<file path="src/rtl/instr_mem_pkg.sv">
// Shared constants for the RV32I instruction memory: NOP encoding, boot program
// and a lookup helper that returns the reset image word for any index.
package instr_mem_pkg;

    localparam logic [31:0] NOP_INSN   = 32'h0000_0013;
    localparam int unsigned BOOT_LEN   = 3;

    localparam logic [31:0] BOOT_WORD0 = 32'h0050_0093;  // addi x1,x0,5
    localparam logic [31:0] BOOT_WORD1 = 32'h00A0_0113;  // addi x2,x0,10
    localparam logic [31:0] BOOT_WORD2 = 32'h0020_81B3;  // add  x3,x1,x2

    localparam logic [31:0] RESET_OUT  = 32'h0000_0000;

    function automatic logic [31:0] boot_word(input int unsigned idx);
        logic [31:0] word;
        word = NOP_INSN;
        if (idx < BOOT_LEN) begin
            case (idx)
                0:       word = BOOT_WORD0;
                1:       word = BOOT_WORD1;
                2:       word = BOOT_WORD2;
                default: word = NOP_INSN;
            endcase
        end
        return word;
    endfunction

endpackage

</file>
<file path="src/rtl/instr_mem.sv">
// Instruction memory with combinational fetch and a boot image restored by rst_n.
// Define IMEM_LOAD_PORT_EN to make the array writable; otherwise it is a ROM.
module instr_mem
    import instr_mem_pkg::*;
#(
    parameter int DEPTH = 64
) (
    input  logic        clk,
    input  logic        rst_n,
    input  logic [31:0] addr,
    output logic [31:0] instruction,
    output logic        addr_err,
    input  logic        we,
    input  logic [31:0] waddr,
    input  logic [31:0] wdata
);

    localparam int IDX_W = $clog2(DEPTH);

    logic [31:0]      word_arr [DEPTH];
    logic [IDX_W-1:0] ridx;
    logic             rd_in_range;

`ifdef IMEM_LOAD_PORT_EN
    logic [31:0]      mem_reg [DEPTH];
    logic [IDX_W-1:0] widx;
    logic             wr_ok;
    logic             unused_waddr_lsb;

    assign widx             = waddr[IDX_W+1:2];
    // Out-of-range writes are dropped rather than wrapped onto a low word.
    assign wr_ok            = we && ((waddr >> (IDX_W + 2)) == 32'd0);
    assign unused_waddr_lsb = ^waddr[1:0];

    always_ff @(posedge clk or negedge rst_n) begin
        if (!rst_n) begin
            for (int unsigned i = 0; i < DEPTH; i++) begin
                mem_reg[i] <= boot_word(i);
            end
        end else if (wr_ok) begin
            mem_reg[widx] <= wdata;
        end
    end

    for (genvar gi = 0; gi < DEPTH; gi++) begin : g_ram_word
        assign word_arr[gi] = mem_reg[gi];
    end
`else
    logic unused_load_port;

    assign unused_load_port = ^{we, waddr, wdata, clk};

    for (genvar gi = 0; gi < DEPTH; gi++) begin : g_rom_word
        assign word_arr[gi] = boot_word(gi);
    end
`endif

    assign ridx        = addr[IDX_W+1:2];
    assign rd_in_range = ((addr >> (IDX_W + 2)) == 32'd0);

    // Reset gates both outputs so a fetch during reset never looks valid.
    always_comb begin
        instruction = RESET_OUT;
        addr_err    = 1'b0;
        if (rst_n) begin
            instruction = rd_in_range ? word_arr[ridx] : NOP_INSN;
            addr_err    = (addr[1:0] != 2'b00) || !rd_in_range;
        end
    end

endmodule

</file>
<file path="config.mk">
export PLATFORM = sky130hd
export DESIGN_NAME = instr_mem
export DESIGN_NICKNAME = d
export VERILOG_FILES = /design/src/rtl/instr_mem_pkg.sv /design/src/rtl/instr_mem.sv
export SDC_FILE = /design/constraint.sdc
export NUM_CORES = 1
export LEC_CHECK = 0
export CAP_MARGIN = 5
export CORE_UTILIZATION = 15
export DETAILED_ROUTE_END_ITERATION = 10
export PLACE_DENSITY = 0.94
export SLEW_MARGIN = 20
export SYNTH_ARGS = -nofsm -noshare
export SYNTH_HDL_FRONTEND = slang
export SYNTH_SLANG_ARGS = --single-unit
export TNS_END_PERCENT = 20
</file>
<file path="constraint.sdc">
create_clock -name vclk -period 2
set_input_delay 0.2 -clock vclk [all_inputs]
set_output_delay 0.2 -clock vclk [all_outputs]
set_load 0.02 [all_outputs]
</file>
* After elaboration in Yosys (flattened, before gate mapping) *
Memory sizes are Yosys's and may differ from the RTL's.
Index checks and enable logic that the tools add are counted.

cells by class
  magnitude comparators = 1
  mux-type cells = 5
  bitwise operators = 1
  reductions and logical operators = 4

operators with widths
  kind                                         number
  two-way mux 32 bit                           4
  logical NOT 32 bit                           1
  >= comparator 7 bit (second input constant)  1
  inverter 6 -> 7 bit                          1
  nonzero test 2 bit                           1
  logical NOT 1 bit                            1
  logical OR 1 bit                             1
  two-way mux 1 bit                            1

word-level totals
  register bits after elaboration = 0
  bits in read-only memories = 2,048
  output and inout bits = 33
  word-level logic and storage cells = 12
  memories kept = 1

memory list
  name             words  bits a word  read ports  clocked after memory_dff  wr ports  RTL line         source
  (no name shown)  64     32           1           0                         0         instr_mem.sv:66  instruction = rd_in_range ? word_arr[ridx] : NOP_INSN;

* Longest topological paths before layout *
  depth in word-level cells = 6
  depth in mapped cells = 5
  gate-level depth less buffers = 4

* Least setup slack after synthesis *
No wires, ideal clock.

  path kind = input -> output
  from = input addr[13]
  to = output instruction[15]
  arrival = 1.542 ns
  required time = 1.800 ns
  setup slack = 0.258 ns
  stages = 4
  path buffers = 1
  cell sequence = nor4_1 > nand4_1 > nor3_1 > buf_4

on the way
  word-level cells in the longest chain between the ends = 3

RTL lines
  what                RTL line         source
  from (decl)         instr_mem.sv:10  input logic [31:0] addr,
  logical NOT 32 bit  instr_mem.sv:59  assign rd_in_range = ((addr >> (IDX_W + 2)) == 32'd0);
  two-way mux 32 bit  instr_mem.sv:66
  two-way mux 32 bit  instr_mem.sv:65  if (rst_n) begin
  to (decl)           instr_mem.sv:11  output logic [31:0] instruction,

No other way between the ends.

* Worst setup path after layout *
  from = input addr[29]
  to = output instruction[21]

The elaborated chain is that of the path after synthesis.

==> run_results.csv <==
group,metric,value,unit
synth,synth_top_cell_by_area,"buf_4",
cells_and_area,layout_commonest_cell,"clkdlybuf4s50_1",
timing,fin_hold_ws,1.143,ns
placed_design,gp_congestion,0.6778,
die,io_pins,132,
global_route,grt_max_degree,6,
timing,period_share,0.9802,
pwr,ir_drop,0.07406,mV
hold_path,min_path_type,"input port to primary output",
pwr,switching_share,0.4761,
worst_setup_path,cp-startpoint,"addr[29]",
placed_design,place_hpwl,943.5,um
synth,synth.distinct_cells,13,
worst_setup_path,worstPathMaxFanout,5,
global_route,antenna_found_initial,0,
pwr,p_int,0.00007525,W
placed_design,dp.cells,126,
pwr,pwr-share-clk,0,
cells_and_area,antenna_cells,0,
pwr,pwr-share-seq,0,
die,coreArea,2500,um2
drt,drc,0,
worst_setup_path,worstSetupEndpoint,"instruction[21]",
synth,synthTopCellsByArea,"buf_4 (50%), nor4_2 (12%), ha_1 (9.3%), nor3_1 (6.2%), inv_1 (5.6%)",
pwr,power,0.0001436,W
global_route,overflow,0,
worst_setup_path,critPathArrivalTime,1.76,ns
synth,synth_cells,54,
drt,viasPerCell,3.461,
drt,drtIter0Drc,1,
timing,fmax,510.1,MHz
worst_setup_path,cp-start-kind,"input port",
worst_setup_path,end_kind,"primary output",
global_route,grt_pass1_vias,364,
synth,seq_area_frac_synth,0,
synth,synth_top_area_frac,0.5047,
drt,drt_wl_total,1040,um
die,die_w,53.75,um
cells_and_area,final_cell_mix,"clkdlybuf4s50_1 (36), conb_1 (21), buf_4 (7)",
synth,yosysWarnings,0,
pwr,p_per_area,174.5,nW/um2
cells_and_area,drive_gt1_frac,0.2347,
pwr,p_comb_frac,1.000,
hold_path,hold_path_depth,3,
timing,rsz0062_at_grt,"true",
cells_and_area,final_nets,202,
cells_and_area,ff_latch_area,0,um2
die,die_area,2889,um2
clocking,hold_buffers,0,
timing,period_needed,1.960,ns
drt,via_count,443,
global_route,track_usage,0.06562,
synth,synth_area,401.6,um2
pwr,netSwitchingPower,0.00006839,W
hold_path,hp-start,"addr[0]",
cells_and_area,seq_cell_count,0,
cells_and_area,syn_to_final_growth,105.0,%
die,die_h,53.75,um
synth,synth_area_per_cell,7.438,um2
worst_setup_path,critPathRequiredTime,1.80,ns
die,start_util,0.1607,
pwr,p_leak,0.3617,nW
timing,finalHoldViolCount,0,
timing,setup_violations,0,
cells_and_area,instances_no_fill,128,
cells_and_area,nClkBuffers,0,
drt,first_pass_iters,2,
timing,maxSlewViolCount,0,
run_status,status,"complete, no violations",
job,max-cap-violations,0,
die,num_rows,18,
placed_design,io_buffers,45,
worst_setup_path,crit_type,"input port to primary output",
drt,wl_per_cell,8.125,um
global_route,grt_first_pass_wirelength,1469,um
drt,antenna_left,0,
synth_stat cells:
cell and number:
buf_4 27, inv_1 6, nor3_1 5, nor4_2 4
ha_1 3, nor4_1 2, a211oi_1 1, conb_1 1
nand2_1 1, nand4_1 1, nand4_2 1, nor2b_1 1
o41a_1 1
power groups by stage:
stage	registers [W]	clock network (W)	logic [W]
after CTS	0	0	0.000137
after global placement	0	0	0.000134
after global routing	0	0	0.000154
after floorplan	0	0	0.0000875
after detailed placement	0	0	0.000135
final	0	0	0.000144
through the flow:
stage | TNS (ns) | utilization | cell area [um2] | setup slack (ns)
2_1_floorplan | 0 | - | 476.7 | 0.2576
3_3_place_gp | -3.183 | 0.3168 | 792.0 | -0.3668
3_5_place_dp | -3.364 | 0.3168 | 792.0 | -0.4137
4_1_cts | -0.5100 | 0.3188 | 797.0 | -0.1439
5_1_grt | -0.2712 | 0.3293 | 823.3 | -0.08579
6_report | 0 | 0.3293 | 823.3 | 0.03960
cell families (layout without fill, tap and decap cells):
kind of cell | after synthesis | in the layout | share of synthesized area
buf+inv | 33 | 57 | 0.5607
fa+ha+maj | 3 | 3 | 0.09347
other cells | 1 | 21 | 0.009337
compound gates | 2 | 2 | 0.04673
simple gates | 15 | 15 | 0.2897
how the worst min path moves through the flow:
stage / endpoint
after floorplan: instruction[0]
after global placement: instruction[4]
after detailed placement: instruction[4]
after CTS: addr_err
after global routing: addr_err
final: addr_err
worst max-delay path, cell delays in order:
cell             delay, ns
clkdlybuf4s50_1       0.41
nor4_2                0.40
nand4_4               0.18
buf_6                 0.16
nor3_1                0.20
buf_2                 0.21
repair_timing:
item                       4_1_cts  5_1_grt
gates resized for setup         22       30
setup endpoints to repair        9        9
pin swaps                        2        3
buffers inserted                 2        0
layer usage:
| metal | wire (um) | part of all wire | vias to the layer above | track usage |
|---|---|---|---|---|
| met3 | 62 | 0.060 | 0 | 0.002825 |
| met4 | 0 | 0 | 0 | 0 |
| met1 | 346 | 0.33 | 195 | 0.07591 |
| met5 | 0 | 0 | - | 0 |
| li1 | - | - | 223 | - |
| met2 | 631 | 0.61 | 25 | 0.1358 |
area by class of cell:
cell class                      instances  area [um2]
Fill cell                             253        1677
Inverter                                6       22.52
Multi-Input combinational cell         41       304.0
Tap cell                               30       37.54
Timing Repair Buffer                   51       459.2
No activity file was read; power rests on OpenSTA's default activity.
